[config.mk]
export PLATFORM = sky130hd
export DESIGN_NAME = neuron_train_sequencer
export DESIGN_NICKNAME = d
export VERILOG_FILES = /design/src/rtl/neuron_train_sequencer.sv
export SDC_FILE = /design/constraint.sdc
export NUM_CORES = 1
export LEC_CHECK = 0
export BUFFER_PORTS_ARGS = -buffer_cell sky130_fd_sc_hd__buf_2
export CAP_MARGIN = 10
export CORE_ASPECT_RATIO = 1.2
export CORE_MARGIN = 3
export CORE_UTILIZATION = 35
export DETAILED_ROUTE_END_ITERATION = 10
export MAX_ROUTING_LAYER = met4
export SYNTH_ARGS = -nofsm -noshare
export SYNTH_HDL_FRONTEND = slang
export SYNTH_SLANG_ARGS = --single-unit
export TNS_END_PERCENT = 100
[constraint.sdc]
create_clock -name clock -period 5.9 [get_ports clock]
set_input_delay 1.77 -clock clock [delete_from_list [all_inputs] [get_ports clock]]
set_output_delay 1.77 -clock clock [all_outputs]
set_load 0.05 [all_outputs]
[src/rtl/neuron_train_sequencer.sv]
// Training-epoch sequencer for one learning neuron: fetch sample, load dendrites,
// let the forward path settle, run backprop, then issue a single weight-commit strobe.
module neuron_train_sequencer #(
  parameter int N_INPUTS      = 32,
  parameter int ADDR_W        = 8,
  parameter int EPOCH_W       = 16,
  parameter int SETTLE_CYCLES = 4
) (
  input  logic                clock,
  input  logic                reset,
  input  logic                start,
  input  logic                abort,
  input  logic [ADDR_W-1:0]   num_samples,
  input  logic [EPOCH_W-1:0]  num_epochs,
  input  logic [N_INPUTS-1:0] enable_mask,
  output logic                sample_req,
  output logic [ADDR_W-1:0]   sample_addr,
  input  logic                sample_valid,
  output logic                fwd_load,
  output logic                bp_req,
  input  logic                bp_ack,
  output logic                upd_strobe,
  output logic [N_INPUTS-1:0] ln_enabled,
  output logic                busy,
  output logic                done,
  output logic                aborted,
  output logic [ADDR_W-1:0]   sample_cnt,
  output logic [EPOCH_W-1:0]  epoch_cnt
);

  localparam int SETTLE_W = $clog2(SETTLE_CYCLES + 1);

  typedef enum logic [2:0] {
    IDLE,
    FETCH,
    SETTLE,
    BACKPROP,
    COMMIT,
    ADVANCE,
    FINISH
  } state_t;

  state_t               state;
  logic [ADDR_W-1:0]    num_samples_q;
  logic [EPOCH_W-1:0]   num_epochs_q;
  logic [SETTLE_W-1:0]  settle_cnt;
  logic [ADDR_W-1:0]    last_addr;
  logic [EPOCH_W-1:0]   epoch_next;

  assign last_addr  = num_samples_q - ADDR_W'(1);
  assign epoch_next = epoch_cnt + EPOCH_W'(1);
  assign sample_cnt = sample_addr;

  // Pulse outputs default low each cycle; abort overrides every other transition.
  always_ff @(posedge clock or posedge reset) begin
    if (reset) begin
      state         <= IDLE;
      num_samples_q <= '0;
      num_epochs_q  <= '0;
      settle_cnt    <= '0;
      sample_req    <= 1'b0;
      sample_addr   <= '0;
      fwd_load      <= 1'b0;
      bp_req        <= 1'b0;
      upd_strobe    <= 1'b0;
      ln_enabled    <= '0;
      busy          <= 1'b0;
      done          <= 1'b0;
      aborted       <= 1'b0;
      epoch_cnt     <= '0;
    end else begin
      done       <= 1'b0;
      aborted    <= 1'b0;
      fwd_load   <= 1'b0;
      upd_strobe <= 1'b0;
      if (state != IDLE && abort) begin
        state      <= IDLE;
        aborted    <= 1'b1;
        sample_req <= 1'b0;
        bp_req     <= 1'b0;
        busy       <= 1'b0;
        settle_cnt <= '0;
      end else begin
        case (state)
          IDLE: begin
            if (start) begin
              if (num_samples != '0 && num_epochs != '0) begin
                num_samples_q <= num_samples;
                num_epochs_q  <= num_epochs;
                ln_enabled    <= enable_mask;
                sample_addr   <= '0;
                epoch_cnt     <= '0;
                sample_req    <= 1'b1;
                busy          <= 1'b1;
                state         <= FETCH;
              end else begin
                done <= 1'b1;
              end
            end
          end
          FETCH: begin
            if (sample_valid) begin
              sample_req <= 1'b0;
              fwd_load   <= 1'b1;
              settle_cnt <= SETTLE_W'(1);
              state      <= SETTLE;
            end
          end
          // The fwd_load cycle is the first of the settle window.
          SETTLE: begin
            if (settle_cnt == SETTLE_W'(SETTLE_CYCLES)) begin
              bp_req <= 1'b1;
              state  <= BACKPROP;
            end else begin
              settle_cnt <= settle_cnt + SETTLE_W'(1);
            end
          end
          BACKPROP: begin
            if (bp_ack) begin
              bp_req     <= 1'b0;
              upd_strobe <= 1'b1;
              state      <= COMMIT;
            end
          end
          COMMIT: begin
            state <= ADVANCE;
          end
          ADVANCE: begin
            if (sample_addr == last_addr) begin
              sample_addr <= '0;
              epoch_cnt   <= epoch_next;
              if (epoch_next == num_epochs_q) begin
                done  <= 1'b1;
                state <= FINISH;
              end else begin
                sample_req <= 1'b1;
                state      <= FETCH;
              end
            end else begin
              sample_addr <= sample_addr + ADDR_W'(1);
              sample_req  <= 1'b1;
              state       <= FETCH;
            end
          end
          FINISH: begin
            busy  <= 1'b0;
            state <= IDLE;
          end
          default: begin
            state <= IDLE;
          end
        endcase
      end
    end
  end

endmodule

==> impl_metrics.env <==
export IMPL_cts_hold_buf=0
export IMPL_syn_area_per_cell_um2=10.4
export IMPL_synth_xor_area_frac=0.0495
export IMPL_p_int_uw=1730
export IMPL_crit_path_max_fanout=60
export IMPL_synth_fa_ha_area_frac=0.0126
export IMPL_p_sw_frac=0.436
export IMPL_layout_min_cycle_time_ns=3.77
export IMPL_cts_buffer_depth=2
export IMPL_gp_congestion=0.814
export IMPL_slew_violations=0
export IMPL_p_leak_uw=0.00275
export IMPL_yosysTopAreaCell="dfrtp_1"
export IMPL_yosysSeqAreaShare=0.470
export IMPL_switchingPower_uw=1340
export IMPL_finalSetupViolations=0
export IMPL_vias=4140
export IMPL_drtAntennaViolNets=0
export IMPL_max_slew_margin=0.358
export IMPL_status="complete, no violations"
export IMPL_busiest_layer="met2"
export IMPL_synth_area_leaders="dfrtp_1 (47%), mux2_2 (14%), nand3_1 (2.8%), o21ai_0 (2.8%), nand2_1 (2.8%)"
export IMPL_critPathKind="in2reg"
export IMPL_synth_top_family_by_area="simple AND/OR/NAND/NOR gates"
export IMPL_setup_tns_ns=0
export IMPL_ys_async_sr_fraction=1.00
export IMPL_finalHoldViolations=0
export IMPL_synth_area_mux_share=0.143
export IMPL_synth_cell_area_um2=4950
export IMPL_ir_worst_vdd_uv=378
export IMPL_drive_above_1_share=0.372
export IMPL_clkTransAtPathRegs_ns=0.07
export IMPL_dpl_hpwl_um=9360
export IMPL_fill_cells=1265
export IMPL_clock_sinks=93
export IMPL_synthesis_nets=544
export IMPL_core_um2=13500
export IMPL_netlist_instances=477
export IMPL_area_growth_syn_to_layout_pct=20.8
export IMPL_grt_use_total=0.169
export IMPL_fin_area_um2=5980
export IMPL_drt_total_wl_um=12800
export IMPL_io_buffer_count=132
export IMPL_pwr_share_clk=0.197
export IMPL_hp_class="reg2reg"
export IMPL_cts_tree="yes"
export IMPL_yosysMostFrequentCell="dfrtp_1"
export IMPL_synth_top_cell_area_share=0.470
export IMPL_worst_ep_arrival_time_ns=3.98
export IMPL_io_pins=133
export IMPL_rows=46
export IMPL_die_area_um2=15600
export IMPL_die_w_um=115
export IMPL_place_area_um2=5670
export IMPL_synth_simple_area_share=0.167
export IMPL_comb_power_share=0.458
export IMPL_synth_compound_area_frac=0.112
export IMPL_start_kind="primary input"
export IMPL_synth_ff_type="dfrtp_1"
export IMPL_ys_ff_latch=93
export IMPL_antenna_found_initial=0
export IMPL_cts_root_buffer="clkbuf_16"
export IMPL_synth_top_cells_by_count="dfrtp_1 (93), mux2_2 (60), nand2_1 (37), nand3_1 (28), o21ai_0 (28)"
export IMPL_diodes=0
export IMPL_avgRoutedWirePerCell_um=16.8
export IMPL_rsz0062_at_grt="no"
export IMPL_dr_pass1_iters=4
export IMPL_clock_latency_ns=0.34
export IMPL_period_share=0.639
export IMPL_initial_core_util=0.366
export IMPL_vias_per_cell=5.43
export IMPL_cp_end_kind="flip-flop"
export IMPL_met1_usage=0.212
export IMPL_p_seq_frac=0.345
export IMPL_reg2regPathDepth=8
export IMPL_grt_overflow_total=0
export IMPL_post_cts_setup_buffers=0
export IMPL_fin_skew_ns=0.00880
export IMPL_yosysWarnings=0
export IMPL_drc_errors=0
export IMPL_die_h_um=136
export IMPL_htreeDepth=3
export IMPL_grtUsageMet3=0.0365
export IMPL_power_density_nw_per_um2=513
export IMPL_cts_made_buffers=9
export IMPL_grt_pass1_vias=4212
export IMPL_fin_nets=656
export IMPL_drv_max_cap_violation_count=0
export IMPL_worst_pin_slew_ns=0.961
export IMPL_holdPathStages=1
export IMPL_first_iter_violations=229
export IMPL_grt_max_degree=61
export IMPL_cts_resized=0
export IMPL_grt_pass1_wl_um=20700
export IMPL_fmax_mhz=265
export IMPL_crit_required_ns=6.11
export IMPL_synth_edff_count=0
export IMPL_synthDistinctLibCells=58
export IMPL_grt_use_met2=0.276
power by group through the flow:
| stage | Combinational [uW] | Clock [uW] | Sequential, uW |
|---|---|---|---|
| detailed placement | 1420 | 0 | 1070 |
| global route | 1510 | 644 | 1090 |
| finish | 1400 | 603 | 1060 |
| CTS | 1420 | 617 | 1060 |
| global placement | 1380 | 0 | 1060 |
| floorplan | 687 | 0 | 1470 |
layer usage:
layer | up-vias | share of wire | wire (um)
met5 | - | 0 | 0
met3 | 20 | 0.053 | 675
met1 | 2029 | 0.45 | 5700
met4 | 0 | 0.015 | 190
li1 | 1958 | - | -
met2 | 133 | 0.49 | 6220
layout by cell type (no fill, tap or decap), drive strengths merged, types with 2 or more instances in the layout:
cell / netlist / final
and3: 5 / 5
and2: 3 / 3
mux2i: 3 / 3
inv: 14 / 14
clkinvlp: 0 / 2
a31oi: 2 / 2
a41oi: 2 / 2
xnor2: 14 / 14
buf: 13 / 135
a21o: 2 / 2
nand2b: 3 / 3
nor3: 13 / 13
nand3: 29 / 29
o211ai: 7 / 7
o21ai: 28 / 28
nand3b: 2 / 2
o31ai: 8 / 8
nand4: 8 / 8
a21oi: 20 / 20
nor2: 19 / 19
xor2: 14 / 14
or4: 9 / 9
nand4b: 2 / 2
o22ai: 2 / 2
nand2: 37 / 37
clkbuf: 21 / 12
ha: 5 / 5
nor4: 16 / 16
dfrtp: 93 / 93
a31o: 2 / 2
a211oi: 4 / 4
mux2: 60 / 60
critical path, cell delays in order:
cell	delay, ns
buf_2	0.11
nor4_1	0.37
nand4_1	0.27
nand4_1	0.18
buf_4	0.64
nand2_1	0.33
nand2_1	0.21
o21ai_0	0.10
cell type report:
| class | count | area, um^2 | share of cell area |
|---|---|---|---|
| Clock inverter | 4 | 53.8 | 0.00900 |
| Inverter | 14 | 53.8 | 0.00900 |
| Sequential cell | 93 | 2330 | 0.389 |
| Tap cell | 168 | 210 | 0.0351 |
| Timing Repair Buffer | 135 | 683 | 0.114 |
| Multi-Input combinational cell | 336 | 2400 | 0.401 |
| Clock buffer | 12 | 256 | 0.0429 |
final timing paths:
path / startpoint / endpoint / slack [ns]
worst min-delay path: ln_enabled[29] / ln_enabled[29] / 0.50
worst min register to register: ln_enabled[29] / ln_enabled[29] / 0.50
worst max-delay path: num_epochs[11] / sample_addr[0] / 2.13
worst max register to register: epoch_cnt[0] / state[0] / 2.85
min in group asynchronous: reset / ln_enabled[2] / 1.61
max in group asynchronous: reset / ln_enabled[20] / 3.25
logic make-up after synthesis:
logic type / count (synthesis)
XOR/XNOR: 28
multiplexers: 63
flip-flops: 93
AO/OA/AOI/OAI: 87
AND/OR/NAND/NOR: 153
adder cells (fa/ha/maj): 5
buffers and inverters: 48
state kept, by name, summed over array words and instances, names as in the netlist:
| name | cells |
|---|---|
| ln_enabled | 32 |
| epoch_cnt | 16 |
| num_epochs_q | 16 |
| num_samples_q | 8 |
| sample_addr | 8 |
| settle_cnt | 3 |
| state | 3 |
| aborted | 1 |
| bp_req | 1 |
| busy | 1 |
| done | 1 |
| fwd_load | 1 |
| sample_req | 1 |
| upd_strobe | 1 |
metrics by stage:
stage                     setup WS [ns]  std cells  total power [uW]  hold WS (ns)  utilization
after floorplan                    1.71        477              2160         0.500            -
after global placement             1.85        746              2440         0.484        0.419
after detailed placement           1.71        746              2480         0.487        0.419
after CTS                          2.07        762              3090         0.504        0.442
after global routing               1.94        762              3250         0.514        0.442
final                              2.13        762              3070         0.499        0.442
(Power assumes the default switching activity.)
